File: src/rtl/ncl_dualrail_sink_pkg.sv
// Shared types for the dual-rail NCL word sink: per-digit state and rail-pair class codes.
package ncl_dualrail_sink_pkg;

    typedef enum logic [1:0] {
        ST_EMPTY = 2'd0,
        ST_FULL  = 2'd1,
        ST_HELD  = 2'd2,
        ST_DRAIN = 2'd3
    } digit_state_e;

    // Rail pair is packed as {rail_t, rail_f}
    localparam logic [1:0] CLS_NULL    = 2'b00;
    localparam logic [1:0] CLS_DATA0   = 2'b01;
    localparam logic [1:0] CLS_DATA1   = 2'b10;
    localparam logic [1:0] CLS_ILLEGAL = 2'b11;

    localparam int unsigned CNTW = 32;

    function automatic logic holds_bit(digit_state_e s);
        return (s == ST_FULL) || (s == ST_HELD);
    endfunction

endpackage

File: src/rtl/ncl_dualrail_sink_if.sv
// Dual-rail digit stream plus assembled-word status between a producer/observer and the sink.
interface ncl_dualrail_sink_if #(
    parameter int unsigned DIGITS = 32,
    parameter int unsigned ERRW   = 16
);
    logic [DIGITS-1:0] rail_t;
    logic [DIGITS-1:0] rail_f;
    logic [DIGITS-1:0] ack;
    logic [DIGITS-1:0] word;
    logic              word_valid;
    logic [ERRW-1:0]   seq_err_count;
    logic              illegal_seen;
    logic [31:0]       word_count;

    modport master (
        output rail_t, rail_f,
        input  ack, word, word_valid, seq_err_count, illegal_seen, word_count
    );

    modport slave (
        input  rail_t, rail_f,
        output ack, word, word_valid, seq_err_count, illegal_seen, word_count
    );
endinterface

File: src/rtl/ncl_dualrail_sink_digit.sv
// One dual-rail digit: two-flop rail synchronizer, capture/handshake FSM and ack decode.
module ncl_digit_sink
    import ncl_dualrail_sink_pkg::*;
(
    input  logic clk,
    input  logic init,
    input  logic rail_t,
    input  logic rail_f,
    input  logic word_release,
    output logic ack,
    output logic flag_c,
    output logic data_bit,
    output logic illegal_c
);

    logic [1:0]   sync1_q;
    logic [1:0]   sync2_q;
    digit_state_e state_q, state_d;
    logic         bit_q, bit_d;
    logic         ack_q, ack_d;

    always_ff @(posedge clk or posedge init) begin
        if (init) begin
            sync1_q <= CLS_NULL;
            sync2_q <= CLS_NULL;
            state_q <= ST_EMPTY;
            bit_q   <= 1'b0;
            ack_q   <= 1'b0;
        end else begin
            sync1_q <= {rail_t, rail_f};
            sync2_q <= sync1_q;
            state_q <= state_d;
            bit_q   <= bit_d;
            ack_q   <= ack_d;
        end
    end

    // An ILLEGAL pair matches no input arc below, so the state simply holds
    always_comb begin
        state_d = state_q;
        bit_d   = bit_q;
        case (state_q)
            ST_EMPTY: begin
                if (sync2_q == CLS_DATA0 || sync2_q == CLS_DATA1) begin
                    state_d = ST_FULL;
                    bit_d   = sync2_q[1];
                end
            end
            ST_FULL: begin
                if (word_release)               state_d = ST_DRAIN;
                else if (sync2_q == CLS_NULL)   state_d = ST_HELD;
            end
            ST_HELD: begin
                if (word_release)               state_d = ST_EMPTY;
            end
            ST_DRAIN: begin
                if (sync2_q == CLS_NULL)        state_d = ST_EMPTY;
            end
            default: state_d = ST_EMPTY;
        endcase
        ack_d = (state_d != ST_EMPTY);
    end

    assign ack       = ack_q;
    assign data_bit  = bit_q;
    assign flag_c    = holds_bit(state_q);
    assign illegal_c = (sync2_q == CLS_ILLEGAL);

endmodule

File: src/rtl/ncl_dualrail_sink.sv
// Dual-rail NCL word sink: releases a word once every digit holds a bit, then checks +1 sequencing.
module ncl_dualrail_sink
    import ncl_dualrail_sink_pkg::*;
#(
    parameter int unsigned DIGITS = 32,
    parameter int unsigned ERRW   = 16
) (
    input  logic                clk,
    input  logic                init,
    ncl_dualrail_sink_if.slave  bus
);

    logic [DIGITS-1:0] ack_w;
    logic [DIGITS-1:0] flag_w;
    logic [DIGITS-1:0] bit_w;
    logic [DIGITS-1:0] ill_w;
    logic              release_c;

    for (genvar g = 0; g < DIGITS; g++) begin : g_digit
        ncl_digit_sink u_digit (
            .clk          (clk),
            .init         (init),
            .rail_t       (bus.rail_t[g]),
            .rail_f       (bus.rail_f[g]),
            .word_release (release_c),
            .ack          (ack_w[g]),
            .flag_c       (flag_w[g]),
            .data_bit     (bit_w[g]),
            .illegal_c    (ill_w[g])
        );
    end

    assign release_c = &flag_w;

    logic [DIGITS-1:0] word_q, word_d;
    logic [DIGITS-1:0] expect_q, expect_d;
    logic              word_valid_q, word_valid_d;
    logic [ERRW-1:0]   err_q, err_d;
    logic              illegal_q, illegal_d;
    logic [CNTW-1:0]   count_q, count_d;
    logic              first_q, first_d;

    always_ff @(posedge clk or posedge init) begin
        if (init) begin
            word_q       <= '0;
            expect_q     <= '0;
            word_valid_q <= 1'b0;
            err_q        <= '0;
            illegal_q    <= 1'b0;
            count_q      <= '0;
            first_q      <= 1'b1;
        end else begin
            word_q       <= word_d;
            expect_q     <= expect_d;
            word_valid_q <= word_valid_d;
            err_q        <= err_d;
            illegal_q    <= illegal_d;
            count_q      <= count_d;
            first_q      <= first_d;
        end
    end

    // Expected value is reloaded on every release so a single glitch counts once
    always_comb begin
        word_d       = word_q;
        expect_d     = expect_q;
        word_valid_d = 1'b0;
        err_d        = err_q;
        count_d      = count_q;
        first_d      = first_q;
        illegal_d    = illegal_q | (|ill_w);
        if (release_c) begin
            word_d       = bit_w;
            word_valid_d = 1'b1;
            count_d      = count_q + CNTW'(1);
            expect_d     = bit_w + DIGITS'(1);
            first_d      = 1'b0;
            if (!first_q && (bit_w != expect_q) && (err_q != {ERRW{1'b1}}))
                err_d = err_q + ERRW'(1);
        end
    end

    assign bus.ack           = ack_w;
    assign bus.word          = word_q;
    assign bus.word_valid    = word_valid_q;
    assign bus.seq_err_count = err_q;
    assign bus.illegal_seen  = illegal_q;
    assign bus.word_count    = count_q;

endmodule

File: src/flat_wrapper.sv
// flat-port wrapper written by rule: the top's interface ports become plain ports
module ncl_dualrail_sink_flat import ncl_dualrail_sink_pkg::*;
#(
    parameter int unsigned DIGITS = 32,
    parameter int unsigned ERRW   = 16
)
  (clk, init, bus_rail_t, bus_rail_f, bus_ack, bus_word, bus_word_valid, bus_seq_err_count, bus_illegal_seen, bus_word_count);
  ncl_dualrail_sink_if #(.DIGITS(DIGITS), .ERRW(ERRW)) bus_i ();
  input  logic clk;
  input  logic init;
  input wire logic [$bits(bus_i.rail_t)-1:0] bus_rail_t;
  input wire logic [$bits(bus_i.rail_f)-1:0] bus_rail_f;
  output wire logic [$bits(bus_i.ack)-1:0] bus_ack;
  output wire logic [$bits(bus_i.word)-1:0] bus_word;
  output wire logic [$bits(bus_i.word_valid)-1:0] bus_word_valid;
  output wire logic [$bits(bus_i.seq_err_count)-1:0] bus_seq_err_count;
  output wire logic [$bits(bus_i.illegal_seen)-1:0] bus_illegal_seen;
  output wire logic [$bits(bus_i.word_count)-1:0] bus_word_count;
  assign bus_i.rail_t = bus_rail_t;
  assign bus_i.rail_f = bus_rail_f;
  assign bus_ack = bus_i.ack;
  assign bus_word = bus_i.word;
  assign bus_word_valid = bus_i.word_valid;
  assign bus_seq_err_count = bus_i.seq_err_count;
  assign bus_illegal_seen = bus_i.illegal_seen;
  assign bus_word_count = bus_i.word_count;
  ncl_dualrail_sink #(.DIGITS(DIGITS), .ERRW(ERRW)) u_core (.clk(clk), .init(init), .bus(bus_i));
endmodule
File: config.mk
export PLATFORM = sky130hd
export DESIGN_NAME = ncl_dualrail_sink_flat
export DESIGN_NICKNAME = d
export VERILOG_FILES = /design/src/rtl/ncl_dualrail_sink_pkg.sv /design/src/rtl/ncl_dualrail_sink_if.sv /design/src/rtl/ncl_dualrail_sink_digit.sv /design/src/rtl/ncl_dualrail_sink.sv /design/src/flat_wrapper.sv
export SDC_FILE = /design/constraint.sdc
export NUM_CORES = 1
export LEC_CHECK = 0
export CAP_MARGIN = 10
export CORE_ASPECT_RATIO = 1.4
export CORE_MARGIN = 3
export CORE_UTILIZATION = 25
export CTS_CLUSTER_SIZE = 10
export DETAILED_ROUTE_END_ITERATION = 10
export GPL_TIMING_DRIVEN = 0
export SYNTH_ARGS = -nofsm -noshare
export SYNTH_HDL_FRONTEND = slang
export SYNTH_SLANG_ARGS = --single-unit
File: constraint.sdc
create_clock -name clk -period 20.7 [get_ports clk]
set_clock_uncertainty 0.1 [all_clocks]
set_input_delay 2.07 -clock clk [delete_from_list [all_inputs] [get_ports clk]]
set_output_delay 2.07 -clock clk [all_outputs]
set_load 0.02 [all_outputs]
; ---- Word-level counts from Yosys, hierarchy flattened
; Index checks and enable logic that the tools add are counted.
[totals]
inputBits = 66
elab_cells = 756
reg_bits = 371
[op_classes]
bitwise_logic = 1
eq_ne = 194
mux = 193
add_sub_neg = 3
reduce_logical = 198
[ops]
columns = op, n
row1 = $mux 2, 160
row2 = $eq 2x2->1 const B, 128
row3 = $pmux 2 s4, 32
row4 = $eq 2x1->1 const B, 64
row5 = $logic_not 2->1, 64
row6 = $add 32x1->32 const B, 2
row7 = $logic_or 1x1->1, 64
row8 = $reduce_and 2->1, 32
row9 = $reduce_bool 2->1, 32
row10 = $reduce_and 33->1, 1
row11 = $ne 32x32->1, 1
row12 = $reduce_and 32->1, 1
row13 = $reduce_or 32->1, 1
row14 = $add 16x1->16 const B, 1
row15 = $ne 16x16->1 const B, 1
row16 = $logic_and 1x1->1, 2
row17 = $logic_not 1->1, 1
row18 = $mux 1, 1
row19 = $or 1x1->1, 1

; ---- Depth between registers and ports, before layout
[logic_depth]
depth_word = 6
depth_mapped = 11
ltp_nobuf = 9

; ---- By module
; From an unflattened synthesis, not the netlist that was laid out.
[unflattened]
hier_cells = 1852
hier_area_um2 = 19224.7
[by_module_without_submodules]
columns = mod, seq_area_each_um2, area_each_um2, n_inst, cells_each
row1 = ncl_digit_sink, 200.2, 420.4, 32, 39
row2 = ncl_dualrail_sink, 2879.0, 5771.8, 1, 604

; ---- Least setup slack after synthesis
; OpenSTA, ideal clock, no wires.
[synth_path]
path_type = register to output
startpoint = register u_core.count_q[23], in the netlist u_core.bus.word_count[23]
endpoint = output bus_word_count[23]
required_time_ns = 18.530
stages_incl_launch_ff = 1
slack_ns = 18.038
t_arrival_ns = 0.492
cell_sequence = dfrtp_1
[synth_lines]
columns = item, line
row1 = from (decl), ncl_dualrail_sink.sv:40  ; logic [CNTW-1:0] count_q, count_d;
row2 = from (signal assigned), ncl_dualrail_sink.sv:58  ; count_q <= count_d;
row3 = to (decl), flat_wrapper.sv:18  ; output wire logic [$bits(bus_i.word_count)-1:0] bus_word_count;
; No word-level cell between the ends.

; ---- Final worst setup path
[layout_path]
startpoint = register u_core.g_digit[28].u_digit.state_q[1]
endpoint = register u_core.word_q[6], in the netlist u_core.bus.word[6]
[layout_between]
elab_chain_cells = 3
elab_cells_between_ends = 4
classes_between = 2 x eq/ne / 2 x reduce/logical
[layout_rtl]
columns = item, line
row1 = from (decl), ncl_dualrail_sink_digit.sv:18  ; digit_state_e state_q, state_d;
row2 = from (signal assigned), ncl_dualrail_sink_digit.sv:32  ; state_q <= state_d;
row3 = $eq 2x1->1 / $eq 2x2->1 (equally long branches), ncl_dualrail_sink_pkg.sv:20  ; return (s == ST_FULL) || (s == ST_HELD);
row4 = $logic_or 1x1->1 *, ncl_dualrail_sink_pkg.sv:20
row5 = $reduce_and 32->1 *, ncl_dualrail_sink.sv:33  ; assign release_c = &flag_w;
row6 = to (signal assigned), ncl_dualrail_sink.sv:53  ; word_q <= word_d;
row7 = to (decl), ncl_dualrail_sink.sv:35  ; logic [DIGITS-1:0] word_q, word_d;
; Mark *: on every way between the ends. The rest lies on a longest branch, timed or not.
; A chain may end at the register's enable or synchronous reset.

==> results.md <==
- Cell mode on critical path: buf_2
- Vias: 13.3k
- Total GRT Usage: 13.1%
- Clock power frac: 27.5%
- Fin crit share: 19.9%
- Core ar.: 0.0733 mm^2
- Worst-Margin Slew: 1060 ps
- Pins Over Slew Limit: 0
- Yosys cell types: 51
- CP max-delay cell: nor4_2
- PostCTS Resize Cnt: 0
- DP HPWL: 39.0 mm
- Yosys reg bits: 371
- Die ar.: 0.0780 mm^2
- ANT nets after route: 0
- Maxcap violations: 0
- Routed WL: slightly above 50 mm
- RSZ-0062 raised after global routing: false
- Commonest cells post-synth: dfrtp_1 (370), ha_1 (227), nand2_1 (223), inv_1 (169), o21ai_0 (108)
- Pint: around 1.7 mW
- Required time of the critical path: 21090 ps
- FP Rows: 117
- Clock sinks: 371
- # setup viols final: 0
- Die outline height: 329 um
- Top cells by area, synth: dfrtp_1 (50%), ha_1 (15%), nand2_1 (4.5%), xnor2_1 (3.9%), inv_1 (3.4%)
- Status: finished, final reports clean
- Top_reg_cell synth: dfrtp_1
- Layout area overhead: 23.5%
- PwrDens: 115 mW/mm^2
- Setup TNS: 0 ps
- Initial antenna violation count: 0
- Final hold vios: 0
- Sequential Power Share: 36.5%
- Final cell utilization of the core: 31.4%
- Fillers: 7333
- Worst Reg-to-Reg Cells: 11
- Reg-to-Reg End: u_core.bus.word[6]
- M2 GR Usage: 23.2%
- Worst setup SP type: flop
- Biggest area consumer among synthesized cells: dfrtp_1
- Synth top area share: 49.6%
- Mapped cell area: roughly 0.019 mm^2
- Hold path cells: 0
- Worst hold path endpoint: u_core.g_digit[4].u_digit.sync2_q[1]
- Number of H-tree levels: 2
- Worst-path cell chain: inv_1, ha_1, nand4_1, nor4_2, nand2_2, inv_1, buf_2, buf_2, buf_2, nand2_1, nand2_1
- Syn_area_per_cell: about 10 um^2
- Via-to-Cell Ratio: 4.47
- Seq/Total Area, Yosys: 49.7%
- Leak: 10.8 nW
- CTS root buffer: clkbuf_16
- TritonRoute pass-1 iters: 7
- CTS tree: built
- Hold Path Origin: u_core.g_digit[4].u_digit.sync1_q[1]
- Post-CTS Setup Repair Bufs: 0
- NetSw: around 0.95 mW
- CP Capture Type: flop
- Met3 Usage GRT: approximately 2.3%
- PortBufs: 179
- Worst-path clk slew: 60 ps
- Most Crowded Layer GR: met2
- Hold buffers post-CTS: 0
- Final net count: 2301
- Number of global-route vias before repair: 14.1k
- Most instantiated library cell after synthesis: dfrtp_1
- Share of cells above drive strength 1: 7.04%
- Async SR Flop Fraction: 100%
- Design area: 0.0231 mm^2
- # IOs: 180
- GP Congestion: 0.884
- Skew-Pair Late Insertion Delay: 570 ps
- Initial Util: 25.5%
- Placement Cell Area: 0.0217 mm^2
- Total inserted antenna cells: 0
- Number of enable flip-flop cells after synthesis: 0
- Die width: 237 um
- Rel. slew slack: 28.6%
- Power Total: 2.65 mW
- CTS Buffer Depth: 3
- Critical path fanouts, max: 10
- Pin count of the biggest net entering global routing: 118
- Minimum clock period: 4120 ps
- Comb pwr share: between 30% and 40%
- First-pass GRT wire length: 80.2 mm
- Synth Warn #: 0
- Buf+Inv Stages, Crit Path: 5
- TritonCTS Buffers: 45
- Gr ovfl total: 0
- CP peak stage delay: 800 ps
- 1st-iter DRT viols: 631
- Syn Inst Count: 1778
- Post-route DRC: 0
- FF-to-FF Start: u_core.g_digit[28].u_digit.state_q[1]
- Worst vdd ir: 0.0486 mV
- M1 GR Usage: 15.3%
- Net count after synthesis: 2071
- WS Path Type: reg2reg
- WL/cell: ~17 um
- Worst min-delay path category: reg2reg
- Kind of cell adding the most delay to the critical path: simple AND/OR/NAND/NOR gates
- Reg2reg setup slack: about 17000 ps
- Switching part of the total: 36.0%
- CP arrival: 4500 ps
- Fmax: 243 MHz
[cell families after synthesis]
group | count (synthesis) | synth area share (%)
AOI/OAI and AO/OA | 335 | 11.5
xor gates and xnor gates | 108 | 5.07
buffers and inverters | 247 | 5.82
muxes | 1 | 0.0603
DFF | 371 | 49.7
adders and majority gates | 227 | 15.2
and+or+nand+nor | 489 | 12.6
[flip-flops by register name, indices dropped and copies added, names as in the netlist]
| signal | flops |
|---|---|
| u_core.g_digit.u_digit.sync1_q | 64 |
| u_core.g_digit.u_digit.data_bit | 32 |
| u_core.bus.word_valid | 1 |
| u_core.first_q | 1 |
| u_core.bus.illegal_seen | 1 |
| u_core.bus.word | 32 |
| u_core.expect_q | 32 |
| u_core.g_digit.u_digit.sync2_q | 64 |
| u_core.g_digit.u_digit.state_q | 64 |
| u_core.g_digit.u_digit.ack | 32 |
| u_core.bus.seq_err_count | 16 |
| u_core.bus.word_count | 32 |
[layout by cell type, fill, tap and decap left out, types with 6 or more instances in the layout]
master / instances
clkdlybuf4s50_1: 179
and4_1: 9
xor2_1: 24
nand4_1: 33
clkbuf_1: 34
buf_4: 32
o21a_1: 31
o21bai_1: 15
clkbuf_16: 45
a31o_2: 16
a211oi_1: 16
inv_1: 168
nor3_1: 7
dfrtp_1: 370
nand2_1: 223
nor4_1: 10
a211o_1: 16
nor2b_1: 32
clkbuf_8: 6
nand3b_1: 15
nand2b_1: 17
and3_1: 11
nor2_1: 78
o21ai_0: 108
a2111oi_0: 15
nand3_1: 36
xnor2_1: 84
buf_2: 24
o211a_1: 16
a21oi_1: 81
ha_1: 227
a22oi_1: 16
[how the worst max path moves through the flow]
| stage | from | endpoint | slack [ps] | cells after the start |
|---|---|---|---|---|
| 2_1_floorplan | init | u_core.bus.illegal_seen | 8230 | 1 |
| 3_3_place_gp | init | u_core.bus.word_count[31] | 3400 | 2 |
| 3_5_place_dp | init | u_core.g_digit[1].u_digit.sync1_q[0] | 16100 | 5 |
| 4_1_cts | u_core.g_digit[28].u_digit.state_q[1] | u_core.bus.word[5] | 16430 | 11 |
| 5_1_grt | u_core.g_digit[28].u_digit.state_q[0] | u_core.bus.word[25] | 16400 | 10 |
| 6_report | u_core.g_digit[28].u_digit.state_q[1] | u_core.bus.word[6] | 16580 | 11 |
[through the flow]
stage / instances / hold slack, ps / setup slack, ps
after floorplan: 1778 / 231 / 8230
after global placement: 2909 / 233 / 3400
after detailed placement: 2913 / 235 / 16100
after CTS: 2982 / 245 / 16430
after global routing: 2982 / 250 / 16400
final: 2982 / 246 / 16580
[final cells by class]
type,instances,area [um^2],share of cell area (%)
flip-flops and latches,371,9290,40.3
clock inverters,2,37.5,0.163
repair buffers,183,1880,8.15
plain buffers,78,453,1.96
inverters,169,642,2.78
multi-input cells,1160,8290,36.0
clock buffers,67,1270,5.50
well taps,952,1190,5.17
[power groups by stage]
stage | Combinational (mW) | Clock, mW | Sequential [mW]
after floorplan | 0.660 | 0 | 0.936
after global placement | 0.901 | 0 | 0.972
after detailed placement | 0.952 | 0 | 0.978
after CTS | 0.959 | 0.760 | 0.968
after global routing | 1.06 | 0.786 | 0.984
final | 0.952 | 0.729 | 0.968
[routing by layer]
metal  share of wire, %  vias up
li1                   -     6348
met1                 41     6546
met2                 50      336
met3                4.3      104
met4                4.5        0
met5                  0        -
No activity file was read; power rests on OpenSTA's default activity.
